## src/rtl/pipeline_ctrl.sv

```systemverilog
// Stall/flush sequencer for the OTTER 5-stage pipeline: per-stage enables,
// bubble controls, data-memory wait FSM with timeout, and performance counters.
module pipeline_ctrl #(
    parameter int unsigned TIMEOUT = 16,
    parameter int unsigned CNT_W   = 32
) (
    input  logic             clk,
    input  logic             rst_n,
    input  logic             load_use_haz,
    input  logic             branch_raw_haz,
    input  logic             br_taken_ex,
    input  logic             imem_ready,
    input  logic             dmem_req,
    input  logic             dmem_ready,
    output logic             pc_we,
    output logic             if_id_we,
    output logic             id_ex_we,
    output logic             ex_mem_we,
    output logic             mem_wb_we,
    output logic             if_id_flush,
    output logic             id_ex_flush,
    output logic             mem_timeout,
    output logic [CNT_W-1:0] stall_cnt,
    output logic [CNT_W-1:0] flush_cnt
);

    typedef enum logic [1:0] {
        RUN       = 2'd0,
        DMEM_WAIT = 2'd1,
        IMEM_WAIT = 2'd2
    } state_t;

    localparam logic [7:0] WAIT_LIMIT = 8'(TIMEOUT - 1);

    state_t     state, next_state;
    logic [7:0] wait_cnt, wait_nxt;

    logic at_limit, freeze;
    logic timeout_hit, flush_inc;
    logic pc_we_c, if_id_we_c, id_ex_we_c, ex_mem_we_c, mem_wb_we_c;
    logic if_id_flush_c, id_ex_flush_c;

    assign at_limit = (state == DMEM_WAIT) && (wait_cnt == WAIT_LIMIT);
    assign freeze   = dmem_req && !dmem_ready && !at_limit;

    always_comb begin
        pc_we_c       = 1'b1;
        if_id_we_c    = 1'b1;
        id_ex_we_c    = 1'b1;
        ex_mem_we_c   = 1'b1;
        mem_wb_we_c   = 1'b1;
        if_id_flush_c = 1'b0;
        id_ex_flush_c = 1'b0;
        next_state    = RUN;
        wait_nxt      = '0;
        timeout_hit   = 1'b0;
        flush_inc     = 1'b0;

        if (freeze) begin
            // Whole pipeline holds; EX keeps its branch so it is re-evaluated on release.
            pc_we_c     = 1'b0;
            if_id_we_c  = 1'b0;
            id_ex_we_c  = 1'b0;
            ex_mem_we_c = 1'b0;
            mem_wb_we_c = 1'b0;
            next_state  = DMEM_WAIT;
            wait_nxt    = wait_cnt + 8'd1;
        end else if (at_limit && !dmem_ready) begin
            timeout_hit = 1'b1;
        end else if (br_taken_ex) begin
            if_id_flush_c = 1'b1;
            id_ex_flush_c = 1'b1;
            flush_inc     = 1'b1;
        end else if (load_use_haz || branch_raw_haz) begin
            pc_we_c       = 1'b0;
            if_id_we_c    = 1'b0;
            id_ex_flush_c = 1'b1;
        end else if (!imem_ready) begin
            pc_we_c       = 1'b0;
            if_id_flush_c = 1'b1;
            next_state    = IMEM_WAIT;
        end
    end

    assign pc_we       = rst_n & pc_we_c;
    assign if_id_we    = rst_n & if_id_we_c;
    assign id_ex_we    = rst_n & id_ex_we_c;
    assign ex_mem_we   = rst_n & ex_mem_we_c;
    assign mem_wb_we   = rst_n & mem_wb_we_c;
    assign if_id_flush = rst_n & if_id_flush_c;
    assign id_ex_flush = rst_n & id_ex_flush_c;

    always_ff @(posedge clk or negedge rst_n) begin
        if (!rst_n) begin
            state       <= RUN;
            wait_cnt    <= '0;
            mem_timeout <= 1'b0;
        end else begin
            state       <= next_state;
            wait_cnt    <= wait_nxt;
            mem_timeout <= timeout_hit;
        end
    end

    always_ff @(posedge clk or negedge rst_n) begin
        if (!rst_n) begin
            stall_cnt <= '0;
            flush_cnt <= '0;
        end else begin
            if (!pc_we_c && (stall_cnt != '1))
                stall_cnt <= stall_cnt + CNT_W'(1);
            if (flush_inc && (flush_cnt != '1))
                flush_cnt <= flush_cnt + CNT_W'(1);
        end
    end

endmodule

```

## config.mk

```make
export PLATFORM = sky130hd
export DESIGN_NAME = pipeline_ctrl
export DESIGN_NICKNAME = d
export VERILOG_FILES = /design/src/rtl/pipeline_ctrl.sv
export SDC_FILE = /design/constraint.sdc
export NUM_CORES = 1
export LEC_CHECK = 0
export ABC_AREA = 0
export BUFFER_PORTS_ARGS = -buffer_cell sky130_fd_sc_hd__buf_2
export CAP_MARGIN = 20
export CORE_ASPECT_RATIO = 1.5
export CORE_MARGIN = 2
export CORE_UTILIZATION = 49
export CTS_BUF_LIST = sky130_fd_sc_hd__clkbuf_4
export DETAILED_ROUTE_END_ITERATION = 6
export GPL_TIMING_DRIVEN = 0
export PLACE_DENSITY = 0.73
export SYNTH_ARGS = -nofsm -noshare
export SYNTH_HDL_FRONTEND = slang
export SYNTH_SLANG_ARGS = --single-unit
```

## constraint.sdc

```tcl
create_clock -name clk -period 3 [get_ports clk]
set_clock_uncertainty 0.2 [all_clocks]
set_input_delay 0.6 -clock clk [delete_from_list [all_inputs] [get_ports clk]]
set_output_delay 0.6 -clock clk [all_outputs]
set_load 0.01 [all_outputs]
```

-- Word-level counts from Yosys, hierarchy flattened
Index checks and enable logic that the tools add are counted.
- register bits: 75
- add/subtract/negate cells: 3
- equal/unequal tests: 4
- muxes and demuxes: 30
- bitwise gates (word level): 5
- reductions and logical operators: 10
- operator list (operator ; count):
    adder 32 x 1 -> 32 bit (second input constant) ; 2
    inequality test 32 bit (second input constant) ; 2
    2-to-1 mux 1 bit ; 24
    2-to-1 mux 2 bit ; 5
    adder 8 x 1 -> 8 bit (second input constant) ; 1
    == test 8 x 4 -> 1 bit (second input constant) ; 1
    2-to-1 mux 8 bit ; 1
    logical AND 1 bit ; 6
    bitwise AND 1 bit ; 5
    logical NOT 1 bit ; 3
    == test 2 x 1 -> 1 bit (second input constant) ; 1
    logical OR 1 bit ; 1

-- Depth between registers and ports, before layout
Gate-level depths: netlist of run 1.
- depth in word-level cells: 7
- depth in mapped cells: 7
- depth with buffers taken out: 6

-- Worst setup path after synthesis of run 1
OpenSTA, ideal clock, no wires.
- kind: register to output
- start point: register wait_cnt[4]
- end point: output if_id_flush
- arrival time: 1.780 ns
- data required time: 2.200 ns
- path slack: 0.420 ns
- stages on the path, launching flop included: 7
- buffers on the path: 1
- cells stage by stage: dfrtp_1 -> nor4b_2 -> a31o_2 -> clkbuf_1 -> and2_1 -> nand2_1 -> a21oi_1
- cells in the longest elaborated chain, start to end: 6
- ends and longest elaborated chain (item ; line ; text):
    start, declared ; 36 ; logic [7:0] wait_cnt, wait_nxt;
    start signal, assigned ; 100 ; wait_cnt <= wait_nxt;
    == test 8 x 4 -> 1 bit * ; 43 ; assign at_limit = (state == DMEM_WAIT) && (wait_cnt == WAIT_LIMIT);
    logical AND 1 bit * ; 43 ;
    logical AND 1 bit / logical NOT 1 bit (equally long branches) ; 68, 44 ;
    2-to-1 mux 1 bit / logical AND 1 bit (equally long branches) ; 68, 44 ;
    2-to-1 mux 1 bit * ; 59 ; if (freeze) begin
    bitwise AND 1 bit * ; 90 ; assign if_id_flush = rst_n & if_id_flush_c;
    end, declared ; 20 ; output logic if_id_flush,
Mark *: on every way between the ends. The rest lies on a longest branch, timed or not.

-- Worst setup path in the final report of run 1
Ends and elaborated chain as after synthesis.

==> results.md, run 1 <==
- Fin worst setup slack: ~160 ps
- Critical Path AT: between 2000 and 2500 ps
- Post-Synth XOR/XNOR Area: 0.1519
- Num ports: 80
- Top cells by area, synth: dfrtp_1 (50%), xor2_1 (8.6%), xnor2_1 (6.5%), nand4_1 (3.7%), nand3_1 (3.2%)
- Crit. End Element: output pin
- Global-route wire length before repair: around 14000 um
- Clock slew at reported path FFs: between 100 and 150 ps
- Detailed Place HPWL: 6018 um
- Avg Cell Area, Syn: approximately 10 um^2
- Largest family of logic cells by synthesized area: simple AND/OR/NAND/NOR gates
- 1st-pass router iterations: 4
- RSZ-0062 raised after global routing: yes
- Fin nets: ~460
- Power Density: roughly 540 nW/um^2
- Register area: 1878 um^2
- Simple-gate share of the synthesized area: 0.2794
- Initial Util: 0.4988
- Synth Area in Compound Gates: 0.03104
- Setup TNS: 0 ps
- Root Buffer Master: clkbuf_4
- Post-synthesis cell type count: 44
- Register area share after synthesis: 0.5007
- Total global routing overflow: 0
- Layout area overhead: 19.43%
- Fmax: 352.2 MHz
- Via density: 5.484
- Power Total: approximately 0.0024 W
- Cell with the most instances after synthesis: dfrtp_1
- Fillers: between 600 and 700
- Post-synth top cells: dfrtp_1 (75), xor2_1 (37), xnor2_1 (28)
- Share of layout cells above drive strength 1: 0.2643
- Crit path max fanout: 9
- Mapped Area: 3749 um^2
- DIE AREA: roughly 8400 um^2
- Synth Area in Adders: 0.01001
- Top-area cell type share of the netlist area: 0.5007
- DRC violations left: 0
- CTS Sinks: 75
- Synth warnings: 0
- Outcome: finished clean
- Die Y: roughly 110 um
- Post-synthesis register bit count: between 70 and 80
- Post-Route WL: ~8300 um
- HP Class: in -> async
- CTS tree: done
- Pleak: between 2 and 2.5 nW
- Antenna diodes: 0
- Die X: between 70 and 80 um
- Max VDD drop: ~0.45 mV
- H-tree depth: 3
- Final period utilization: 0.9465
- Port bufs: 79
- Crit path kind: reg -> out
- Main synth FF type: dfrtp_1
- Hold Vio Cnt, Final: 0
- Vias: roughly 3000
- Net count after synthesis: 369
- First DRT Iteration DRCs: 118
- Antenna violations before repair: 0
- Largest net degree at the start of global routing: between 60 and 70
- Worst setup SP type: flop
- Area occupied by multi-input gates: 1810 um^2
- Max-slew headroom: 0.6184
- CTS Buffer Depth: 2
- TritonCTS Buffers: 9
- Row Count: 39
- Cell count after synthesis: 358
- Minimum clock period: around 2800 ps
- RD Place Congestion: between 0.8 and 0.9
- Max Cap Viol: 0
- WP data required: between 2000 and 2500 ps
- Post-synth EDFFs: 0
- Setup violators final: 0
- Ys async rst share: 1.000
- Clock Latency Late Sink: 420 ps
- Mux share of post-synthesis cell area: 0.004005
- GR Util All Layers: 0.2160
- Core Area: around 7500 um^2
- Post-route ant nets: 0
- Yosys top cell by area: dfrtp_1
- Avg WL per Cell: between 10 and 15 um
- Worst slew pin tran: between 500 and 600 ps
- Pins Over Slew Limit: 0
- Post-Place Worst Slack: 197.2 ps
- Vias in the first global route: ~3000
stage by stage:
stage,cells,hold slack (ps),util,area [um^2]
final,556,80.13,0.5957,4477
after global routing,556,67.95,0.5957,4477
after CTS,555,74.21,0.5916,4446
after detailed placement,540,250.2,0.5724,4302
after global placement,539,243.0,0.5684,4272
after floorplan,358,104.4,-,3749
cell type report:
cell class	count	area share
inverter	9	0.007546
sequential	75	0.4195
multi-input combinational	264	0.4044
buffer	9	0.01230
timing repair buffer	84	0.1068
tap	102	0.02851
clock inverter	1	0.0008385
clock buffer	12	0.02012
flip-flops by register name, summed over array words and instances (netlist names):
signal       cells
state            2
flush_cnt       32
wait_cnt         8
stall_cnt       32
mem_timeout      1
critical path: stages, from the launching register on:
cell,delay (ps)
dfrtp_2,450
nor4b_4,390
a31o_4,260
and2_2,200
nand2_1,80
a21oi_1,110
buf_2,140
power by group:
group / switching [W] / internal [W]
Sequential: 0.000201 / 0.00114
Combinational: 0.000300 / 0.000249
Clock: 0.000323 / 0.000184
Total: 0.000824 / 0.00158
worst paths after layout:
path | startpoint | depth (start not counted) | slack (ps) | endpoint
min | rst_n | 3 | 80 | stall_cnt[12]
max in group asynchronous | rst_n | 2 | 1840 | flush_cnt[26]
max reg2reg | wait_cnt[0] | 7 | 450 | flush_cnt[27]
min reg2reg | wait_cnt[0] | 1 | 260 | wait_cnt[0]
min in group clk | imem_ready | 2 | 170 | state[1]
max | wait_cnt[4] | 6 | 160 | if_id_flush
repair_timing:
item,CTS,global route
pin swaps,0,2
endpoints found under the setup margin,7,6
hold endpoints to repair,9,0
buffers inserted,1,1
gates resized for setup,1,9
hold buffers,2,0
layer usage:
metal  global-route usage  vias up  part of all wire
met5                    0        -                 0
met4              0.06199        0             0.012
met3              0.06364        8             0.049
met2               0.3791       78              0.56
met1               0.2452     1502              0.38
li1                     -     1461                 -
layout by cell type (no fill, tap or decap), types with 9 or more instances in the layout:
| cell type | netlist | routed |
|---|---|---|
| nand2_1 | 26 | 25 |
| nand4_1 | 22 | 22 |
| and3_1 | 11 | 10 |
| xor2_1 | 37 | 37 |
| clkbuf_4 | 0 | 12 |
| dfrtp_1 | 75 | 74 |
| nand3_1 | 24 | 24 |
| nor2_1 | 27 | 27 |
| nor3_1 | 20 | 20 |
| nor4_1 | 13 | 13 |
| xnor2_1 | 28 | 28 |
| buf_2 | 3 | 80 |
| inv_1 | 9 | 9 |
kinds of logic (layout without fill, tap and decap cells):
| logic type | Yosys count | after routing |
|---|---|---|
| mux | 1 | 1 |
| buf+inv | 19 | 115 |
| fa+ha+maj | 3 | 3 |
| simple gates | 179 | 179 |
| compound gates | 16 | 16 |
| flops | 75 | 75 |
| xor+xnor | 65 | 65 |
No activity file was read; power rests on OpenSTA's default activity.
==> run 2, diff against run 1 <==
--- a/config.mk
+++ b/config.mk
@@ -15,4 +15,5 @@
 export DETAILED_ROUTE_END_ITERATION = 6
 export GPL_TIMING_DRIVEN = 0
+export HOLD_SLACK_MARGIN = 0.03
 export PLACE_DENSITY = 0.73
 export SYNTH_ARGS = -nofsm -noshare
==> constraint.sdc (replaced) <==
create_clock -name clk -period 3 [get_ports clk]
set_clock_uncertainty 0.2 [all_clocks]
set_input_delay 0.15 -clock clk [delete_from_list [all_inputs] [get_ports clk]]
set_output_delay 0.15 -clock clk [all_outputs]
set_load 0.01 [all_outputs]
==> run 2 against run 1 <==
Effect of this change:
- core utilization decreased by 0.60 points
- die area stayed put
- first-iteration DRC count shrank 12%
- combinational power shrank 1%
==> results.md, run 2 (synthesis results as in run 1) <==
- Clock slew at reported path FFs: 110 ps (about the same)
- Worst setup SP type: flop (unchanged)
- Minimum clock period: 2669 ps (was 2840 ps)
- Via density: 5.478 (was 5.484)
- Fmax: 374.7 MHz (was 352.2 MHz)
- Final period utilization: 0.8896 (was 0.9465)
- Commonest non-fill, non-tap cell in the layout: buf_2 (unchanged)
- FF-to-FF setup slack: 420 ps (was 450 ps)
- Top flop regs: flush_cnt x32, stall_cnt x32, wait_cnt x8 (unchanged)
- Detailed Place HPWL: 6018 um (unchanged)
- Largest net degree at the start of global routing: 69 (was 67)
- Worst setup path end: pc_we (was if_id_flush)
- Pleak: 2.144 nW (was 2.154 nW)
- Crit. End Element: output pin (unchanged)
- Clock Latency Late Sink: 420 ps (about the same)
- Critical Path AT: 2320 ps (was 2040 ps)
- Total global routing overflow: 0 (unchanged)
- RSZ-0062 raised after global routing: no (was yes)
- Global-route wire length before repair: 13880 um (was 14030 um)
- Vias in the first global route: 3048 (was 3047)
- Power Total: 0.002395 W (was 0.002399 W)
- Hold Vio Cnt, Final: 0 (unchanged)
- Antenna violations before repair: 0 (unchanged)
- Antenna diodes: 0 (unchanged)
- Post-route ant nets: 0 (unchanged)
- First DRT Iteration DRCs: 104 (was 118)
- Max Cap Viol: 0 (unchanged)
- RD Place Congestion: 0.8452 (unchanged)
- Critical path origin: wait_cnt[4] (unchanged)
- Num ports: 80 (unchanged)
- Setup TNS: 0 ps (unchanged)
- Port bufs: 79 (unchanged)
- CTS tree: done (unchanged)
- Die X: 75.42 um (unchanged)
- Reg2reg end: flush_cnt[27] (unchanged)
- Fin nets: 463 (unchanged)
- Row Count: 39 (unchanged)
- Pins Over Slew Limit: 0 (unchanged)
- Outcome: finished clean (unchanged)
- FF-to-FF Start: wait_cnt[0] (unchanged)
- Vias: 3046 (was 3049)
- Crit path max fanout: 10 (was 9)
- DRC violations left: 0 (unchanged)
- Worst slew pin tran: 508.6 ps (was 566.5 ps)
- Hold_ws: 14.74 ps (was 80.13 ps)
- Post-CTS setup buffers: 0 (was 1)
- HP Class: in -> reg (was in -> async)
- Power Density: 540.5 nW/um^2 (was 536.0 nW/um^2)
- H-tree depth: 3 (unchanged)
- Max-slew headroom: 0.6573 (was 0.6184)
- GR Util All Layers: 0.2122 (was 0.2160)
- WP data required: 2650 ps (was 2200 ps)
- Die Y: 111.1 um (unchanged)
- Reg2reg path depth: 7 (unchanged)
- Layout area overhead: 18.22% (was 19.43%)
- Post-Route WL: 8152 um (was 8302 um)
- Avg WL per Cell: 14.66 um (was 14.93 um)
- Root Buffer Master: clkbuf_4 (unchanged)
- Core Area: 7515 um^2 (unchanged)
- CTS Buffer Depth: 2 (unchanged)
- CTS Sinks: 75 (unchanged)
- Crit path kind: reg -> out (unchanged)
- Initial Util: 0.4988 (unchanged)
- DIE AREA: 8380 um^2 (unchanged)
- TritonCTS Buffers: 9 (unchanged)
- Share of layout cells above drive strength 1: 0.2467 (was 0.2643)
- 1st-pass router iterations: 5 (was 4)
- Setup violators final: 0 (unchanged)
- Max VDD drop: 0.4513 mV (was 0.4483 mV)
- Highest-count cells in the layout ignoring fill and taps: buf_2 (81), dfrtp_1 (75), xor2_1 (37) (was buf_2 (80), dfrtp_1 (74), xor2_1 (37))
run 2: per-stage QoR:
step	util	cell area [um^2]	std cells	worst slack [ps]
after CTS	0.5902	4436	557	168.9
after global placement	0.5684	4272	539	433.2
after detailed placement	0.5724	4302	540	374.4
final	0.5897	4432	556	331.1
after global routing	0.5897	4432	556	121.6
after floorplan	-	3749	358	787.3
run 2: worst min path at each step:
stage | startpoint | end | slack, ps | cells after the start
after floorplan | rst_n | flush_cnt[0] | -350 | 0
after global placement | imem_ready | state[1] | 140 | 2
after detailed placement | rst_n | stall_cnt[7] | -200 | 1
after CTS | rst_n | stall_cnt[6] | 50 | 3
after global routing | dmem_req | wait_cnt[7] | 50 | 4
final | dmem_req | wait_cnt[7] | 10 | 4
run 2: worst max-delay path, stage by stage (launching register included):
cell and delay [ps]:
dfrtp_1 440, nor4b_2 440, nand4b_1 290, nand2_1 210
buf_2 260, and2_1 150, buf_2 120
run 2: area by class of cell:
type / count / area, um^2
fillers: 693 / 3083
flip-flops and latches: 75 / 1877
repair buffers: 84 / 465.4
well taps: 102 / 127.6
inverters: 9 / 33.78
clock inverters: 1 / 3.754
multi-input cells: 264 / 1785
clock buffers: 12 / 90.09
plain buffers: 9 / 48.80
run 2: layer usage:
layer	track usage	wire (um)
met1	0.2411	3219
met2	0.3710	4478
met3	0.06364	337
met4	0.06199	116
met5	0	0
run 2: timing repair:
| item | CTS | global route |
|---|---|---|
| hold buffers | 4 | 0 |
| gates resized for setup | 0 | 0 |
| endpoints found under the setup margin | 0 | 2 |
| endpoints found under the hold margin | 76 | 0 |
run 2: power breakdown:
part | internal, W | switching, W
sequential | 0.00114 | 0.000201
combinational | 0.000244 | 0.000299
clock | 0.000184 | 0.000324
total | 0.00157 | 0.000825
